File: src/rtl/aes_pkg.sv
// aes_pkg: shared AES datapath types and mode encodings for the ShiftRows pipeline
package aes_pkg;
   localparam int AES_STATE_W = 128;
   typedef logic [AES_STATE_W-1:0] state_t;
   typedef enum logic [1:0] {
      MODE_FWD = 2'b00,
      MODE_INV = 2'b01,
      MODE_BYP = 2'b10,
      MODE_RSV = 2'b11
   } mode_e;
endpackage

File: src/rtl/shift_rows.sv
// shift_rows: combinational AES ShiftRows on one state; INVERSE=1 gives InvShiftRows
module shift_rows
   import aes_pkg::*;
#(
   parameter bit INVERSE = 1'b0
) (
   input  state_t d_in,
   output state_t d_out
);
   // byte i sits at row i%4, column i/4; each row rotates by its row index
   for (genvar i = 0; i < 16; i++) begin : g_byte
      localparam int ROW = i % 4;
      localparam int SRC = ROW + 4 * (INVERSE ? (i / 4 - ROW + 4) % 4 : (i / 4 + ROW) % 4);
      assign d_out[127-8*i -: 8] = d_in[127-8*SRC -: 8];
   end
endmodule

File: src/rtl/shift_rows_pipe.sv
// shift_rows_pipe: elastic pipeline applying AES (Inv)ShiftRows to LANES states per beat
// Defining SHIFT_ROWS_PIPE_STATS_EN adds beat_count, a wrapping count of output transfers.
module shift_rows_pipe
   import aes_pkg::*;
#(
   parameter int LANES      = 1,
   parameter int PIPE_DEPTH = 2,
   parameter int TAG_W      = 4
) (
   input  logic                         clk,
   input  logic                         rst_n,
   input  logic                         in_valid,
   output logic                         in_ready,
   input  logic [1:0]                   in_mode,
   input  logic [TAG_W-1:0]             in_tag,
   input  logic [AES_STATE_W*LANES-1:0] in_data,
   output logic                         out_valid,
   input  logic                         out_ready,
   output logic [TAG_W-1:0]             out_tag,
   output logic [AES_STATE_W*LANES-1:0] out_data,
   output logic                         out_err,
   output logic                         busy
`ifdef SHIFT_ROWS_PIPE_STATS_EN
   ,
   output logic [31:0]                  beat_count
`endif
);
   localparam int DW = AES_STATE_W * LANES;
   typedef struct packed {
      logic             err;
      logic [TAG_W-1:0] tag;
      logic [DW-1:0]    data;
   } beat_t;
   mode_e mode;
   logic [DW-1:0] perm;
   logic [PIPE_DEPTH-1:0] v, pv, rdy;
   logic acc;
   beat_t src [PIPE_DEPTH];
   beat_t st [PIPE_DEPTH];
   assign mode = mode_e'(in_mode);
   for (genvar l = 0; l < LANES; l++) begin : g_lane
      state_t fwd, inv;
      shift_rows #(.INVERSE(1'b0)) u_fwd (.d_in(in_data[AES_STATE_W*l +: AES_STATE_W]), .d_out(fwd));
      shift_rows #(.INVERSE(1'b1)) u_inv (.d_in(in_data[AES_STATE_W*l +: AES_STATE_W]), .d_out(inv));
      assign perm[AES_STATE_W*l +: AES_STATE_W] = mode == MODE_FWD ? fwd :
                                                  mode == MODE_INV ? inv :
                                                  in_data[AES_STATE_W*l +: AES_STATE_W];
   end
   // a stage may load when it, or any stage below it, is empty, or the sink takes a beat
   always_comb begin
      acc = out_ready;
      rdy = '0;
      for (int k = PIPE_DEPTH - 1; k >= 0; k--) begin
         acc = acc | ~v[k];
         rdy[k] = acc;
      end
   end
   always_comb begin
      src[0] = '{err: mode == MODE_RSV, tag: in_tag, data: perm};
      for (int k = 1; k < PIPE_DEPTH; k++) src[k] = st[k-1];
   end
   assign pv = PIPE_DEPTH'({v, in_valid});
   always_ff @(posedge clk)
      if (!rst_n) begin
         v <= '0;
         for (int k = 0; k < PIPE_DEPTH; k++) st[k] <= '0;
      end else
         for (int k = 0; k < PIPE_DEPTH; k++)
            if (rdy[k]) begin
               v[k] <= pv[k];
               if (pv[k]) st[k] <= src[k];
            end
   assign in_ready  = rst_n & rdy[0];
   assign out_valid = v[PIPE_DEPTH-1];
   assign out_data  = st[PIPE_DEPTH-1].data;
   assign out_tag   = st[PIPE_DEPTH-1].tag;
   assign out_err   = st[PIPE_DEPTH-1].err;
   assign busy      = |v;
`ifdef SHIFT_ROWS_PIPE_STATS_EN
   always_ff @(posedge clk)
      if (!rst_n) beat_count <= '0;
      else if (out_valid && out_ready) beat_count <= beat_count + 32'd1;
`endif
endmodule

File: config.mk
export PLATFORM = sky130hd
export DESIGN_NAME = shift_rows_pipe
export DESIGN_NICKNAME = d
export VERILOG_FILES = /design/src/rtl/aes_pkg.sv /design/src/rtl/shift_rows.sv /design/src/rtl/shift_rows_pipe.sv
export SDC_FILE = /design/constraint.sdc
export NUM_CORES = 1
export LEC_CHECK = 0
export BUFFER_PORTS_ARGS = -buffer_cell sky130_fd_sc_hd__clkbuf_2
export CAP_MARGIN = 10
export CORE_AREA = 2 2 192 119
export CTS_BUF_LIST = sky130_fd_sc_hd__clkbuf_16
export DETAILED_ROUTE_END_ITERATION = 8
export DIE_AREA = 0 0 194 121
export PLACE_DENSITY = 0.83
export SLEW_MARGIN = 20
export SYNTH_ARGS = -nofsm -noshare
export SYNTH_HDL_FRONTEND = slang
export SYNTH_SLANG_ARGS = --single-unit
File: constraint.sdc
create_clock -name clk -period 13.48 [get_ports clk]
set_clock_uncertainty 0.1 [all_clocks]
set_input_delay 0.674 -clock clk [delete_from_list [all_inputs] [get_ports clk]]
set_output_delay 0.674 -clock clk [all_outputs]
set_load 0.02 [all_outputs]
==> Word-level counts from Yosys, hierarchy flattened <==
Memory sizes are Yosys's and may differ from the RTL's.
Cells that the tools add are included.
{ "op_classes": {"eq_ne": 2, "mux": 13, "n_bitwise": 7, "n_reduce_logical": 2} }
{ "ops": {"columns": ["op", "n"], "rows": [
  ["$mux 133", 2],
  ["$mux 120", 2],
  ["$mux 1", 9],
  ["$or 1x1->1", 4],
  ["$eq 2x1->1 const B", 1],
  ["$eq 2x2->1 const B", 1],
  ["$logic_not 2->1", 1],
  ["$not 1->1", 2],
  ["$reduce_or 2->1", 1],
  ["$and 1x1->1", 1]
]} }
{ "word_totals": {"reg_bits": 2, "ram_bits": 266, "in_bits": 138, "out_inout_bits": 136, "elab_cells": 27, "memories": 1} }
{ "mem_list": {"columns": ["name", "words", "width", "read_ports", "rd_ports_with_merged_regs", "wr", "line", "rtl"], "rows": [
  ["st", 2, 133, 2, 0, 2, "shift_rows_pipe.sv:39", "beat_t st [PIPE_DEPTH];"]
]} }

==> Depth between registers and ports, before layout <==
Gate-level depths: netlist (run 1).
{ "depth": {"word_depth": 7, "ltp_mapped": 6, "ltp_nobuf": 3} }

==> Modules after synthesis <==
A second synthesis (run 1) with hierarchy kept.
{ "hier_totals": {"hier_cells": 1118, "hier_area_um2": 14396.3} }
{ "modules_own_cells": {"columns": ["mod", "instances", "cells_each", "area_each_um2", "seq_area_each_um2"], "rows": [
  ["shift_rows_pipe", 1, 862, 12474.5, 8027.7],
  ["shift_rows", 2, 128, 960.9, 0.0]
]} }

==> Worst setup path after synthesis (run 1) <==
No wires, ideal clock.
{ "synth_path": {"kind": "in2reg", "startpoint": "input out_ready", "endpoint": "memory st[0][133] (netlist bit), enable pin", "setup_time_ps": 809, "t_arrival_ps": 10035, "required_ps": 12571, "slack_ps": 2536, "cell_stages": 2, "n_path_buf": 0, "path_cell_list": "nor2b_1 -> o21ai_0"} }
{ "synth_lines": {"columns": ["item", "line", "rtl"], "rows": [
  ["from (decl)", "shift_rows_pipe.sv:18", "input logic out_ready,"],
  ["to (decl)", "shift_rows_pipe.sv:39", null]
]} }

==> results of run 1 <==
[worst max-delay path: stages, from the launching register on]
cell and delay (ns):
dfxtp_1 0.47, inv_1 0.12, o21ai_4 0.14, buf_4 0.70, buf_4 0.83
[report_power, final]
part	internal, mW	leakage (nW)	switching, mW
clock network	0.376	0.389	0.299
logic	0.0807	2.73	0.138
registers	0.993	2.88	0.0182
[state kept, by name, indices dropped and copies added, names as in the netlist]
name,flops
st,266
v,2
[cells in the mapped netlist, drive strengths merged]
library cell / instances / area share [%]
and2: 170 / 9.2
and3: 1 / 0.054
nor2b: 1 / 0.054
a21oi: 1 / 0.076
clkbuf: 9 / 0.29
or2: 1 / 0.054
nor2: 96 / 3.1
buf: 38 / 2.3
nand3b: 1 / 0.065
nand2: 2 / 0.065
a21boi: 1 / 0.065
mux2i: 96 / 8.3
nand2b: 1 / 0.054
mux2: 64 / 6.3
o21ai: 2 / 0.087
inv: 2 / 0.065
dfxtp: 2 / 0.35
o21a: 1 / 0.065
edfxtp: 266 / 69
[final timing paths]
check / slack (ns) / to / from / depth (start not counted)
setup / recovery: 10.66 / st[0][173]$_SDFFCE_PN0P_ / v[0]$_SDFFE_PN0P_ / 4
hold / removal: 0.31 / v[0]$_SDFFE_PN0P_ / in_valid / 3
setup reg to reg: 10.66 / st[0][173]$_SDFFCE_PN0P_ / v[0]$_SDFFE_PN0P_ / 4
hold reg to reg: 0.41 / st[0][157]$_SDFFCE_PN0P_ / st[0][24]$_SDFFCE_PN0P_ / 1
[metal layers]
metal	vias to the layer above	part of all wire, %
met2	251	43
met5	-	0
met3	35	11
li1	3218	-
met1	3312	44
met4	0	1.7
[through the flow]
step / cell area (um^2) / hold WS [ns] / power [mW]
after floorplan: 11520 / 0.3967 / 1.174
after global placement: 13040 / 0.3994 / 1.242
after detailed placement: 13040 / 0.4024 / 1.249
after CTS: 13810 / 0.2891 / 1.921
after global routing: 13810 / 0.3099 / 1.978
final: 13810 / 0.3094 / 1.905
[kinds of logic (layout without fill, tap and decap cells)]
| family | Yosys count | in the layout | share of synthesized area, % |
|---|---|---|---|
| simple gates | 273 | 273 | 12.71 |
| flops | 268 | 268 | 69.69 |
| mux | 160 | 160 | 14.60 |
| buf+inv | 49 | 329 | 2.705 |
| compound gates | 5 | 5 | 0.2933 |
[layout make-up]
| cell class | count | share of cell area [%] |
|---|---|---|
| clock buffers | 25 | 4.530 |
| clock inverters | 21 | 1.087 |
| inverters | 2 | 0.05436 |
| multi-input cells | 438 | 23.27 |
| flip-flops and latches | 268 | 58.13 |
| well taps | 286 | 2.591 |
| repair buffers | 281 | 10.35 |
[cell usage in the layout, fill, tap and decap left out]
master | netlist | final
buf_4 | 2 | 9
clkbuf_2 | 0 | 272
edfxtp_1 | 266 | 266
inv_1 | 2 | 5
bufinv_16 | 0 | 2
nor2_1 | 96 | 96
nand3b_1 | 1 | 1
a21boi_0 | 1 | 1
dfxtp_1 | 2 | 2
inv_6 | 0 | 1
o21a_1 | 1 | 1
and3_1 | 1 | 1
clkbuf_16 | 0 | 25
mux2_2 | 64 | 64
clkinvlp_4 | 0 | 2
nand2b_4 | 0 | 1
mux2i_1 | 96 | 96
nand2_4 | 0 | 1
o21ai_1 | 1 | 1
a21oi_4 | 0 | 1
nor2b_1 | 1 | 1
or2_2 | 1 | 1
nand2_1 | 2 | 1
o21ai_4 | 0 | 1
clkinv_2 | 0 | 5
clkinv_1 | 0 | 8
and2_1 | 170 | 170
==> impl_metrics.toml, run 1 <==
[clocking]
postCtsSetupRepairBufs = 0
post_cts_resized = 0
cts.sink_count = 268
clock_tree.buffer_depth = 3
cts_tree = "yes"
clk_pin_slew_ns = 0.06
htreeDepth = 1
numCtsBuffers = 25
clk_latency_ns = 0.52
cts_hold_buf = 0
cts-root-buf = "clkbuf_16"

[critical_path]
worstSetupEndpointType = "register"
start_kind = "register"
crit_type = "reg2reg"
critPathRequiredTime_ns = 13.52
crit_fanout = 69
worstPathArrival_ns = 2.86

[synthesis]
synth_seq_area_share_pct = 69.69
synth_cells = 755
ys_ff_latch = 268
netlist_area_um2 = 11520
mappedNetlistNets = 893
yosys_warnings = 0
syn_avg_cell_area_um2 = 15.26
synth_cell_types = 22

[sta]
fin_crit_sh_pct = 20.95
min_period_ns = 2.824
finalWorstSetupSlack_ns = 10.66
tns_ns = 0
fmax_mhz = 354.1
relSlewSlack_pct = 28.17
rsz0062_at_grt = "no"
slew_violations = 0
timing_hold_violations_final = 0
tightest_slew_ns = 1.078
setup_viol = 0

[global_route]
grt_use_met3_pct = 7.004
grt_pass1_vias = 6693
grt_first_pass_wirelength_um = 38160
grtUsageMet2_pct = 30.56
top_usage_layer = "met1"
track_usage_pct = 21.05
grt-ovfl-total = 0
antenna_found_initial = 0
grt_max_degree = 97
met1_usage_pct = 31.04

[detailed_routing]
ant_nets = 0
wl_um = 24880
drt_pass1_iterations = 4
wl_per_cell_um = 18.83
num_vias = 6816
initialDrtViolationCount = 437
drcViolationCount = 0
vias_per_cell = 5.160

[hold_path]
holdCritPathClass = "in2reg"

[cells_and_area]
drive_gt1_share_pct = 37.20
n_fill_cell = 1596
ff_latch_area_um2 = 8028
post-route-util_pct = 63.79
fin_cells = 1321
nets = 1154
multi_input_area_um2 = 3213
antenna_cells = 0
area_delta_synth_final_pct = 19.90

[placement]
port_buffers = 273
placed_cells = 1275
dp_slack_ns = 10.28
gp_congestion = 0.8116
dp_hpwl_um = 16510

[floorplanning]
die_h_um = 121
dieArea_um2 = 23470
rows = 42
ios = 274
core_um2 = 21650
die_width_um = 194
start_util_pct = 53.20

[power]
p_leak_nw = 5.997
powerDensity_nw_per_um2 = 137.9
peakVddDrop_mv = 0.09738

[outcome]
status = "completed"

[job]
drv_cap = 0
Power figures use the tool's default switching activity.
==> inputs of run 2 (changes only) <==
- ABC_AREA: unset -> 1
- CORE_AREA: 2 2 192 119 -> 2 2 196 121
- DIE_AREA: 0 0 194 121 -> 0 0 198 123
- clock period: 13.48 -> 2.8 ns (I/O delays scaled with it)
==> run 2 against run 1 <==
Sequential share of layout area down 9.6 points. Critical path depth rose by 5. Die area grew 3.7%. Count of clock-buffer cells in the layout rose by 2. Largest cell class unchanged.
==> impl_metrics.toml, run 2 <==
[sta]
fmax_mhz = 400.5
tightest_slew_ns = 0.9181
setup_viol = 0
fin_crit_sh_pct = 89.17
min_period_ns = 2.497
rsz0062_at_grt = "no"
slew_violations = 0
relSlewSlack_pct = 38.79
timing_hold_violations_final = 0
tns_ns = 0

[clocking]
cts.sink_count = 268
clk_pin_slew_ns = 0.07
htreeDepth = 1
clock_tree.buffer_depth = 3
clk_latency_ns = 0.53
cts_tree = "yes"
numCtsBuffers = 26
postCtsSetupRepairBufs = 0
cts-root-buf = "clkbuf_16"
post_cts_resized = 0

[floorplanning]
die_width_um = 198
die_h_um = 123
rows = 43
ios = 274
start_util_pct = 53.07
dieArea_um2 = 24350
core_um2 = 22650

[synthesis]
synth_seq_area_share_pct = 66.78
ys.flop_type = "edfxtp_1"
synth_cell_types = 17
ys_ff_latch = 268
yosysTopAreaCellShare_pct = 66.44
synthTopCellsByArea = "edfxtp_1, nor2_1, inv_1"
netlist_area_um2 = 12020
synthArstFlopShare_pct = 0
mappedNetlistNets = 1373
ys_top_cells_by_count = "nor2_1, edfxtp_1, inv_1"
synth_cells = 1235
yosys_warnings = 0
syn_avg_cell_area_um2 = 9.734
yosys.area.top_type = "edfxtp_1"
synth_edf_count = 266
synth.most_common_cell = "nor2_1"

[global_route]
grt_first_pass_wirelength_um = 50390
grt_max_degree = 117
antenna_found_initial = 4
grt_pass1_vias = 9688
grt-ovfl-total = 0
track_usage_pct = 27.13

[cells_and_area]
post-route-util_pct = 73.03
nets = 1817
reg.largest.list = "st (266), v (2)"
area_delta_synth_final_pct = 37.59
layout_commonest_cell = "nor2_1"
n_fill_cell = 1475
layout_common_cells = "nor2_1, clkbuf_2, edfxtp_1, inv_1, dlygate4sd3_1"
drive_gt1_share_pct = 19.84
largest_reg_flops = 266
final_area_um2 = 16540
fin_cells = 2018
top_register = "st"

[power]
peakVddDrop_mv = 0.5123
switching_share_pct = 24.81
power.total_mw = 10.30
intPower_mw = 7.745
p_leak_nw = 7.861
clkPwrFrac_pct = 38.7
p_comb_share_pct = 13.9
p_sw_mw = 2.555
pwr-share-seq_pct = 47.4
powerDensity_nw_per_um2 = 622.7

[critical_path]
cpPeakStageDelay_ns = 0.70
cpMaxStageDelayCell = "buf_4"
critPathRequiredTime_ns = 3.08
crit_fanout = 96
cp_top_family = "buffers and inverters"
start_kind = "primary input"
critPathBufInv = 5
worstPathArrival_ns = 2.77
crit_path_cell_trace = "buf_4 > inv_4 > buf_4 > nand3_1 > nand2_1 > dlygate4sd3_1 > nor2_1 > dlygate4sd3_1 > nor2_1"
rrSetupSlack_ns = 0.90
worstSetupEndpointType = "register"
crit_type = "in2reg"

[placement]
dp_hpwl_um = 18640
port_buffers = 273
place_area_um2 = 13610
gp_congestion = 0.8572
placed_cells = 1772

[job]
drv_cap = 0

[outcome]
status = "completed"

[hold_path]
holdCritPathClass = "in2reg"

[detailed_routing]
ant_nets = 0
drt_pass1_iterations = 8
initialDrtViolationCount = 783
drcViolationCount = 0
wl_per_cell_um = 16.52
wl_um = 33340
num_vias = 10020
vias_per_cell = 4.967
run 2: tightest hold or removal path, stage by stage:
cell and delay, ns:
clkbuf_2 0.11, nand2_1 0.08, nand2_1 0.07, nor2_1 0.05
nor2_1 0.09
run 2: path summary, 6_finish.rpt:
check | from | end | cells after the start
worst min-delay path | in_data[71] | st[0][71]$_SDFFCE_PN0P_ | 5
worst max register to register | v[1]$_SDFFE_PN0P_ | st[0][108]$_SDFFCE_PN0P_ | 4
worst max-delay path | in_mode[1] | st[0][69]$_SDFFCE_PN0P_ | 9
worst min register to register | st[0][64]$_SDFFCE_PN0P_ | st[0][197]$_SDFFCE_PN0P_ | 2
run 2: cells by family (layout without fill, tap and decap cells):
group	Yosys count	in the layout	synth area share [%]
AOI/OAI and AO/OA	34	34	2.082
buffers and inverters	303	767	10.70
DFF	268	268	66.78
other	0	4	0
and+or+nand+nor	630	630	20.44
run 2: routing by layer:
layer / track usage [%] / wire (um)
met5: 0 / 0
met2: 44.39 / 15510
met4: 11.56 / 1439
met1: 33.39 / 12740
met3: 9.111 / 3654
run 2: power by group through the flow:
stage                     Clock (mW)  Sequential, mW  Combinational (mW)
after CTS                       4.00            4.87                1.39
after global placement             0            4.95                1.11
after global routing            4.17            4.91                1.56
after detailed placement           0            4.95                1.13
final                           3.98            4.88                1.44
after floorplan                    0            5.15               0.516
run 2: cell type report:
cell class / instances / area (um^2) / share of cell area, %
diodes: 4 / 10.01 / 0.06051
clock buffers: 27 / 675.6 / 4.085
clock inverters: 21 / 306.5 / 1.853
inverters: 240 / 903.4 / 5.461
multi-input cells: 664 / 2748 / 16.61
flip-flops and latches: 268 / 8028 / 48.53
well taps: 315 / 394.1 / 2.383
repair buffers: 479 / 3476 / 21.01
run 2: what timing repair did:
item,in CTS,in global routing
hold buffers,194,0
endpoints found under the hold margin,132,0
setup endpoints to repair,0,0
run 2: metrics by stage:
stage / worst slack, ns / hold WS [ns]
2_1_floorplan: 0.03102 / 0.1716
3_3_place_gp: 0.9750 / 0.3031
3_5_place_dp: 0.9398 / 0.3201
4_1_cts: 0.4533 / 0.0006914
5_1_grt: 0.1627 / 0.03086
6_report: 0.3033 / 0.01836
==> inputs of run 3 (changes only) <==
- RECOVER_POWER: unset -> 25
==> run 3 against run 2 <==
Total power fell by 0.35%. Global-route usage unchanged. Combinational power shrank 3%. Critical path depth did not move. Cell count unchanged. Non-clock buffer count stayed put. Critical path type unchanged.
==> impl_metrics.toml, run 3 (same netlist as run 2, synthesis figures left out) <==
[critical_path]
cpPeakStageDelay_ns = 0.70
worstPathArrival_ns = 2.77
worstSetupEndpointType = "register"
crit_path_cell_trace = "buf_4 > inv_4 > buf_4 > nand3_1 > nand2_1 > dlygate4sd3_1 > nor2_1 > dlygate4sd3_1 > nor2_1"
critPathRequiredTime_ns = 3.08
cpMaxStageDelayCell = "buf_4"
start_kind = "primary input"
crit_type = "in2reg"
crit_fanout = 96

[power]
p_comb_share_pct = 13.6
clkPwrFrac_pct = 38.8
switching_share_pct = 24.92
power.total_mw = 10.26
intPower_mw = 7.707
peakVddDrop_mv = 0.5065
p_sw_mw = 2.558
pwr-share-seq_pct = 47.6
p_leak_nw = 7.434
powerDensity_nw_per_um2 = 627.4

[clocking]
cts-root-buf = "clkbuf_16"
cts_tree = "yes"
numCtsBuffers = 26
clk_latency_ns = 0.53
htreeDepth = 1
post_cts_resized = 0
clock_tree.buffer_depth = 3
clk_pin_slew_ns = 0.07
cts.sink_count = 268

[cells_and_area]
top_register = "st"
nets = 1817
n_fill_cell = 1559
largest_reg_flops = 266
ff_latch_area_um2 = 8028
layout_commonest_cell = "nor2_1"
drive_gt1_share_pct = 11.89
reg.largest.list = "st (266), v (2)"
multi_input_area_um2 = 2735
area_delta_synth_final_pct = 36.09
layout_common_cells = "nor2_1, edfxtp_1, inv_1, dlygate4sd3_1, nand2_1"

[floorplanning]
start_util_pct = 53.07
die_h_um = 123
core_um2 = 22650
die_width_um = 198
dieArea_um2 = 24350
ios = 274
rows = 43

[sta]
fin_crit_sh_pct = 88.93
tns_ns = 0
timing_hold_violations_final = 0
tightest_slew_ns = 1.027
relSlewSlack_pct = 31.34
rsz0062_at_grt = "no"
fmax_mhz = 401.6
min_period_ns = 2.490
setup_viol = 0
slew_violations = 0

[global_route]
grt-ovfl-total = 0
antenna_found_initial = 4
grt_first_pass_wirelength_um = 50390
grt_pass1_vias = 9688
track_usage_pct = 27.13
grt_max_degree = 117

[detailed_routing]
vias_per_cell = 4.935
initialDrtViolationCount = 836
wl_per_cell_um = 16.54
ant_nets = 0
drcViolationCount = 0
num_vias = 9958
drt_pass1_iterations = 5
wl_um = 33370

[job]
drv_cap = 0

[placement]
dp_hpwl_um = 18640
port_buffers = 273
gp_congestion = 0.8572

[hold_path]
holdCritPathClass = "in2reg"

[outcome]
status = "completed"
## run 3: cell counts in the layout (fill, tap and decap cells not counted)
No cell type changed its count.
## run 3: worst max-delay path, delay by kind of cell
family	cells	cell delay [ns]
buffers and inverters	5	2.17
AND/OR/NAND/NOR	4	0.45
## run 3: through the flow
| step | setup WS (ns) | cells | util [%] | hold WS, ns | area [um^2] |
|---|---|---|---|---|---|
| 4_1_cts | 0.4533 | 2014 | 72.98 | 0.0006914 | 16530 |
| 3_3_place_gp | 0.9750 | 1772 | 60.07 | 0.3031 | 13610 |
| 6_report | 0.3100 | 2018 | 72.23 | 0.01688 | 16360 |
| 2_1_floorplan | 0.03102 | 1235 | - | 0.1716 | 12030 |
| 3_5_place_dp | 0.9398 | 1772 | 60.07 | 0.3201 | 13610 |
| 5_1_grt | 0.1623 | 2017 | 72.22 | 0.03086 | 16360 |
## run 3: path summary, 6_finish.rpt
| check | start | depth (start not counted) | slack [ns] | endpoint |
|---|---|---|---|---|
| worst max register to register | v[1]$_SDFFE_PN0P_ | 4 | 0.46 | st[0][250]$_SDFFCE_PN0P_ |
| worst max-delay path | in_mode[1] | 9 | 0.31 | st[0][34]$_SDFFCE_PN0P_ |
| worst min-delay path | in_data[71] | 5 | 0.02 | st[0][71]$_SDFFCE_PN0P_ |
| worst min register to register | st[0][64]$_SDFFCE_PN0P_ | 2 | 0.44 | st[0][197]$_SDFFCE_PN0P_ |
## run 3: final cells by class
cell class,count,area share [%]
Tap cell,315,2.409
Sequential cell,268,49.07
Clock buffer,27,4.130
Antenna cell,4,0.06118
Clock inverter,21,1.874
Multi-Input combinational cell,664,16.72
Inverter,240,5.522
Timing Repair Buffer,479,20.22
## run 3: power groups by stage
stage,combinational [mW],clock [mW],sequential (mW)
floorplan,0.516,0,5.15
global placement,1.11,0,4.95
detailed placement,1.13,0,4.95
CTS,1.39,4.00,4.87
global route,1.52,4.17,4.91
finish,1.40,3.99,4.88
## run 3: per-layer routing
metal	part of all wire [%]	up-vias	wire [um]	GRT usage, %
li1	-	4699	-	-
met1	38	4570	12680	33.39
met2	46	572	15470	44.39
met3	11	117	3754	9.111
met4	4.4	0	1462	11.56
met5	0	-	0	0
## run 3: repair_timing
item | 4_1_cts | 5_1_grt
endpoints found under the hold margin | 132 | 0
hold buffers | 194 | 0
buffers inserted | 0 | 0
endpoints found under the setup margin | 0 | 0
